**config.mk**
```make
export PLATFORM = sky130hd
export DESIGN_NAME = pe_set_load_counter
export DESIGN_NICKNAME = d
export VERILOG_FILES = /design/src/rtl/pe_set_load_counter.sv
export SDC_FILE = /design/constraint.sdc
export NUM_CORES = 1
export LEC_CHECK = 0
export ABC_AREA = 0
export CORE_UTILIZATION = 49
export DETAILED_ROUTE_END_ITERATION = 7
export PLACE_DENSITY_LB_ADDON = 0.12
export REMOVE_ABC_BUFFERS = 1
export SLEW_MARGIN = 20
export SYNTH_ARGS = -nofsm -noshare
export SYNTH_HDL_FRONTEND = slang
export SYNTH_SLANG_ARGS = --single-unit
```
**constraint.sdc**
```tcl
create_clock -name clk -period 2.5 [get_ports clk]
set_input_delay 0.375 -clock clk [delete_from_list [all_inputs] [get_ports clk]]
set_output_delay 0.375 -clock clk [all_outputs]
set_load 0.005 [all_outputs]
```
**src/rtl/pe_set_load_counter.sv**
```systemverilog
// Sequences the load cycles of a PE array: cycles_per_set load cycles for each of
// num_sets PE sets, with stall support and per-set / end-of-sequence pulses.
module pe_set_load_counter #(
    parameter int unsigned CNT_W = 8,
    parameter int unsigned SET_W = 4
) (
    input  logic             clk,
    input  logic             rst,
    input  logic             start,
    input  logic             en,
    input  logic [CNT_W-1:0] cycles_per_set,
    input  logic [SET_W-1:0] num_sets,
    output logic [CNT_W-1:0] cnt,
    output logic [SET_W-1:0] set_idx,
    output logic             busy,
    output logic             set_done,
    output logic             all_done,
    output logic             cfg_err
);

    typedef enum logic [0:0] {StIdle, StLoad} state_e;

    state_e           state_q, state_d;
    logic [CNT_W-1:0] cnt_q, cnt_d;
    logic [SET_W-1:0] set_q, set_d;
    logic [CNT_W-1:0] cps_q, cps_d;
    logic [SET_W-1:0] nsets_q, nsets_d;
    logic             cfg_err_q, cfg_err_d;
    logic             last_cnt, last_set, cfg_ok;

    // Limits are nonzero whenever LOAD is active, so limit-1 never underflows there.
    assign last_cnt = (cnt_q == cps_q - CNT_W'(1));
    assign last_set = (set_q == nsets_q - SET_W'(1));
    assign cfg_ok   = (cycles_per_set != '0) && (num_sets != '0);

    always_comb begin
        state_d   = state_q;
        cnt_d     = cnt_q;
        set_d     = set_q;
        cps_d     = cps_q;
        nsets_d   = nsets_q;
        cfg_err_d = 1'b0;
        unique case (state_q)
            StIdle: begin
                cnt_d = '0;
                set_d = '0;
                if (start) begin
                    if (cfg_ok) begin
                        cps_d   = cycles_per_set;
                        nsets_d = num_sets;
                        state_d = StLoad;
                    end else begin
                        cfg_err_d = 1'b1;
                    end
                end
            end
            StLoad: begin
                if (en) begin
                    if (last_cnt) begin
                        cnt_d = '0;
                        if (last_set) begin
                            set_d   = '0;
                            state_d = StIdle;
                        end else begin
                            set_d = set_q + SET_W'(1);
                        end
                    end else begin
                        cnt_d = cnt_q + CNT_W'(1);
                    end
                end
            end
            default: state_d = StIdle;
        endcase
    end

    always_ff @(posedge clk) begin
        if (rst) begin
            state_q   <= StIdle;
            cnt_q     <= '0;
            set_q     <= '0;
            cps_q     <= '0;
            nsets_q   <= '0;
            cfg_err_q <= 1'b0;
        end else begin
            state_q   <= state_d;
            cnt_q     <= cnt_d;
            set_q     <= set_d;
            cps_q     <= cps_d;
            nsets_q   <= nsets_d;
            cfg_err_q <= cfg_err_d;
        end
    end

    always_comb begin
        cnt      = cnt_q;
        set_idx  = set_q;
        busy     = (state_q == StLoad);
        set_done = (state_q == StLoad) && en && last_cnt;
        all_done = set_done && last_set;
        cfg_err  = cfg_err_q;
    end

endmodule

```
# ---- Word level (Yosys, flattened, before mapping)
# Cells that the tools add are included.
dict set report totals {
  reg_bits 26
  in_bits 16
  output_inout_bits 16
}
dict set report classes {
  n_addsub 4
  eq_ne 4
  n_mux 14
  n_bitwise 2
  reduce_logical 9
}
# operator n
set ops {}
lappend ops {{$mux W8} 2}
lappend ops {{$pmux W8 S2} 1}
lappend ops {{$mux W4} 3}
lappend ops {{$add A8 B1 Y8 const B} 1}
lappend ops {{$eq A8 B8 Y1} 1}
lappend ops {{$pmux W4 S2} 1}
lappend ops {{$reduce_bool A8 Y1} 1}
lappend ops {{$sub A8 B1 Y8 const B} 1}
lappend ops {{$mux W1} 6}
lappend ops {{$add A4 B1 Y4 const B} 1}
lappend ops {{$eq A4 B4 Y1} 1}
lappend ops {{$logic_and A1 B1 Y1} 4}
lappend ops {{$reduce_bool A4 Y1} 1}
lappend ops {{$sub A4 B1 Y4 const B} 1}
lappend ops {{$reduce_and A3 Y1} 1}
lappend ops {{$reduce_or A3 Y1} 1}
lappend ops {{$ne A2 B1 Y1 const B} 1}
lappend ops {{$ne A2 B2 Y1 const B} 1}
lappend ops {{$not A1 Y1} 2}
lappend ops {{$pmux W1 S2} 1}
lappend ops {{$reduce_and A2 Y1} 1}

# ---- Logic depth before layout (Yosys ltp)
dict set report logic_depth {
  depth_word 6
  ltp_mapped 9
  mapped_depth_nobuf 8
}

# ---- Worst setup path before layout
# Ideal clock, no wire load.
dict set report synth_timing {
  path_kind {reg-to-output}
  start {register cps_q[0]}
  end {output port all_done}
  arrival_ps 1996
  t_required_ps 2125
  setup_slack_ps 129
  stages_incl_launch_ff 10
  cell_sequence {dfxtp_1 > inv_1 > ha_1 > or3b_2 > nor2_1 > a22oi_1 > a2111o_1 > buf_6 > nor2_1 > and2_1}
}
dict set report synth_between {
  elab_chain_len 4
}
# element line
set synth_rtl {}
lappend synth_rtl {{start: declaration} 26} ;# logic [CNT_W-1:0] cps_q, cps_d;
lappend synth_rtl {{start signal: assignment} 88} ;# cps_q <= cps_d;
lappend synth_rtl {{$sub A8 B1 Y8} 32} ;# assign last_cnt = (cnt_q == cps_q - CNT_W'(1));
lappend synth_rtl {{$eq A8 B8 Y1} 32}
lappend synth_rtl {{$logic_and A1 B1 Y1} 98} ;# set_done = (state_q == StLoad) && en && last_cnt;
lappend synth_rtl {{net set_done} 16} ;# output logic set_done,
lappend synth_rtl {{$logic_and A1 B1 Y1} 99} ;# all_done = set_done && last_set;
lappend synth_rtl {{end: declaration} 17} ;# output logic all_done,
# The timed path passes the listed nets, and every way through them passes these cells.

# ---- Worst setup path in the final report
dict set report layout_timing {
  start {register cps_q[0]}
  end {output port all_done}
}
dict set report layout_between {
  elab_chain_len 4
}
# element line
set layout_rtl {}
lappend layout_rtl {{$sub A8 B1 Y8} 32}
lappend layout_rtl {{$eq A8 B8 Y1} 32}
lappend layout_rtl {{$logic_and A1 B1 Y1} 98}
lappend layout_rtl {{$logic_and A1 B1 Y1} 99}
# Every way passes these cells.

==> impl_metrics.toml <==
[critical_path]
critPathRequiredTime_ns = 2.12
critPathMaxFanout = 3
arrival_ns = 2.32
critPathLaunchType = "flop"
crit_type = "reg -> out"
critPathCaptureType = "output pin"

[timing]
period_share_pct = 108
fmax_ghz = 0.371
period_needed_ns = 2.70
worst_pin_slew_ns = 0.733
drv_slew = 0
fin_ws_ns = -0.196
rsz0062_at_grt = "true"
hold_viol_final = 0
skew_ns = 0.00359
slew_headroom_pct = 51.1
finalSetupViolations = 2

[logic_synthesis]
ys_ff_latch = 26
synth.area.top_cells = "dfxtp_1 (36%), mux2i_1 (9.1%), xnor2_1 (8.6%), nor2_1 (6.0%), xor2_1 (4.3%)"
synth_area_per_cell_um2 = 8.84
synth-edff-count = 0
yosys_warnings = 0
synth_top_area_cell = "dfxtp_1"
synth_most_common_cell = "dfxtp_1"
synth.distinct_cells = 39
yosys.area.top_type_share_pct = 36.4
async_reset_ff_share_pct = 0
synth_top_flop_cell = "dfxtp_1"
yosysSeqAreaShare_pct = 36.4
postSynthCellCount = 162
ys_top_cells_by_count = "dfxtp_1 (26), nor2_1 (23), xnor2_1 (14)"
syn_area_mm2 = 0.00143

[placed_design]
gp_congestion = 0.811
placedCellCount = 232
place_area_mm2 = 0.00186
port_buffers = 31
post-dp-hpwl_mm = 2.51

[cts]
clkTransAtPathRegs_ns = 0.14
cts_max_level = 1
tritoncts = "built"
insertion_delay_ns = 0.32
cts_buffer_depth = 2
cts_sinks = 26
cts_buffers = 3
holdBufCountCts = 0
cts-root-buf = "clkbuf_4"

[floorplan]
fp.dieW_um = 56.0
dieHeight_um = 56.0
io_pins = 32
row_count = 19
core-area_mm2 = 0.00276
dieArea_mm2 = 0.00314
start_util_pct = 51.9

[drt]
viasPerCell = 5.31
wire_per_inst_um = 13.5
drt-initial-drc-count = 44
drc = 0
ant_nets = 0
drt_pass1_iterations = 4
route.vias.total = 1259
routed_wl_mm = 3.21

[run_status]
outcome = "complete, but fails checks"
violations = "negative setup slack"

[pwr]
combPwrFrac_pct = 21.2
switching_share_pct = 26.1
internal_power_uw = 621
p_total_uw = 840
power_density_mw_per_mm2 = 438
ir_worst_vdd_mv = 0.326
leakagePower_nw = 0.726
power_frac_seq_pct = 53.3
p_sw_uw = 219
clkPwrFrac_pct = 25.5

[finish]
syn_to_final_growth_pct = 33.8
layout.cells.non_filler = 237
fin_nets = 227
drive_above_1_share_pct = 17.0
num_antenna_cells = 0
stdcell_area_mm2 = 0.00192

[global_route]
antenna_found_initial = 0
grt_pass1_vias = 1309
grt_max_degree = 16
grt_pass1_wl_mm = 5.62
grt-ovfl-total = 0
track_usage_pct = 22.3

[worst_hold_path]
hold_path.class = "reg -> reg"

[job]
drv_cap = 0
## worst paths after layout
path / end / slack, ns / cells past startpoint / from
hold / removal: cfg_err / 0.54 / 1 / busy
hold reg to reg: cfg_err / 0.54 / 1 / busy
setup reg to reg: set_idx[0] / 0.21 / 7 / cps_q[0]
setup / recovery: all_done / -0.20 / 7 / cps_q[0]
## routing by layer
metal,GRT usage (%),share of wire (%),wire length (um),vias to the layer above
li1,-,-,-,645
met1,25.8,43,1380,592
met2,40.8,53,1710,17
met3,2.79,2.4,76,5
met4,9.41,1.4,44,0
met5,0,0,0,-
## area by class of cell
cell class,instances,area [um^2]
fill,229,842
inverter,11,41.3
timing repair buffer,47,427
sequential,26,524
tap,31,38.8
multi-input combinational,118,848
clock buffer,4,36.3
## repair_timing
item / CTS / global route
pin swaps: 4 / 0
setup buffers: 1 / 0
endpoints found under the setup margin: 2 / 2
gates resized for setup: 13 / 3
## power groups by stage
stage          sequential [mW]  combinational [mW]  clock [mW]
2_1_floorplan            0.453               0.102           0
3_3_place_gp             0.455               0.165           0
3_5_place_dp             0.456               0.170           0
4_1_cts                  0.447               0.175       0.220
5_1_grt                  0.450               0.196       0.237
6_report                 0.447               0.178       0.214
## kinds of logic (layout without fill, tap and decap cells)
family / count (synthesis) / count (layout) / share of synthesized area (%)
AO/OA/AOI/OAI: 18 / 18 / 9.88
XOR/XNOR: 21 / 21 / 12.8
AND/OR/NAND/NOR: 62 / 62 / 23.1
buffers and inverters: 18 / 62 / 5.24
adder cells (fa/ha/maj): 4 / 4 / 3.50
multiplexers: 13 / 13 / 9.09
flip-flops: 26 / 26 / 36.4
## cell usage in the layout (no fill, tap or decap), types with 3 or more instances in the layout
cell type,instances
mux2i_1,13
nand3_1,5
nand3b_1,3
nor3_1,3
inv_1,11
nor4_1,4
ha_1,4
clkdlybuf4s50_1,29
nor2_1,21
clkbuf_4,3
xor2_1,7
nand2_1,8
xnor2_1,14
dfxtp_1,23
a21oi_1,4
buf_4,16
dfxtp_2,3
## critical path, stage by stage, from the launching register on
cell,delay [ns]
dfxtp_2,0.35
or4_4,0.55
and4bb_1,0.27
a311oi_1,0.05
a2111o_1,0.43
nor2_2,0.12
and2_1,0.13
buf_2,0.11
## stage by stage
step                utilization [%]  setup TNS [ns]  hold slack [ns]  setup WS, ns
finish                         69.5          -0.355            0.541        -0.196
global route                   69.5          -0.566            0.579        -0.301
CTS                            69.2          -0.382            0.553        -0.209
detailed placement             67.4          -0.541            0.525        -0.279
global placement               67.4          -0.448            0.507        -0.237
floorplan                         -               0            0.444         0.111
## flip-flops by register name (all words and copies together) (netlist names)
register	cells
cfg_err	1
busy	1
nsets_q	4
cps_q	8
set_idx	4
cnt	8
Power figures use the tool's default switching activity.
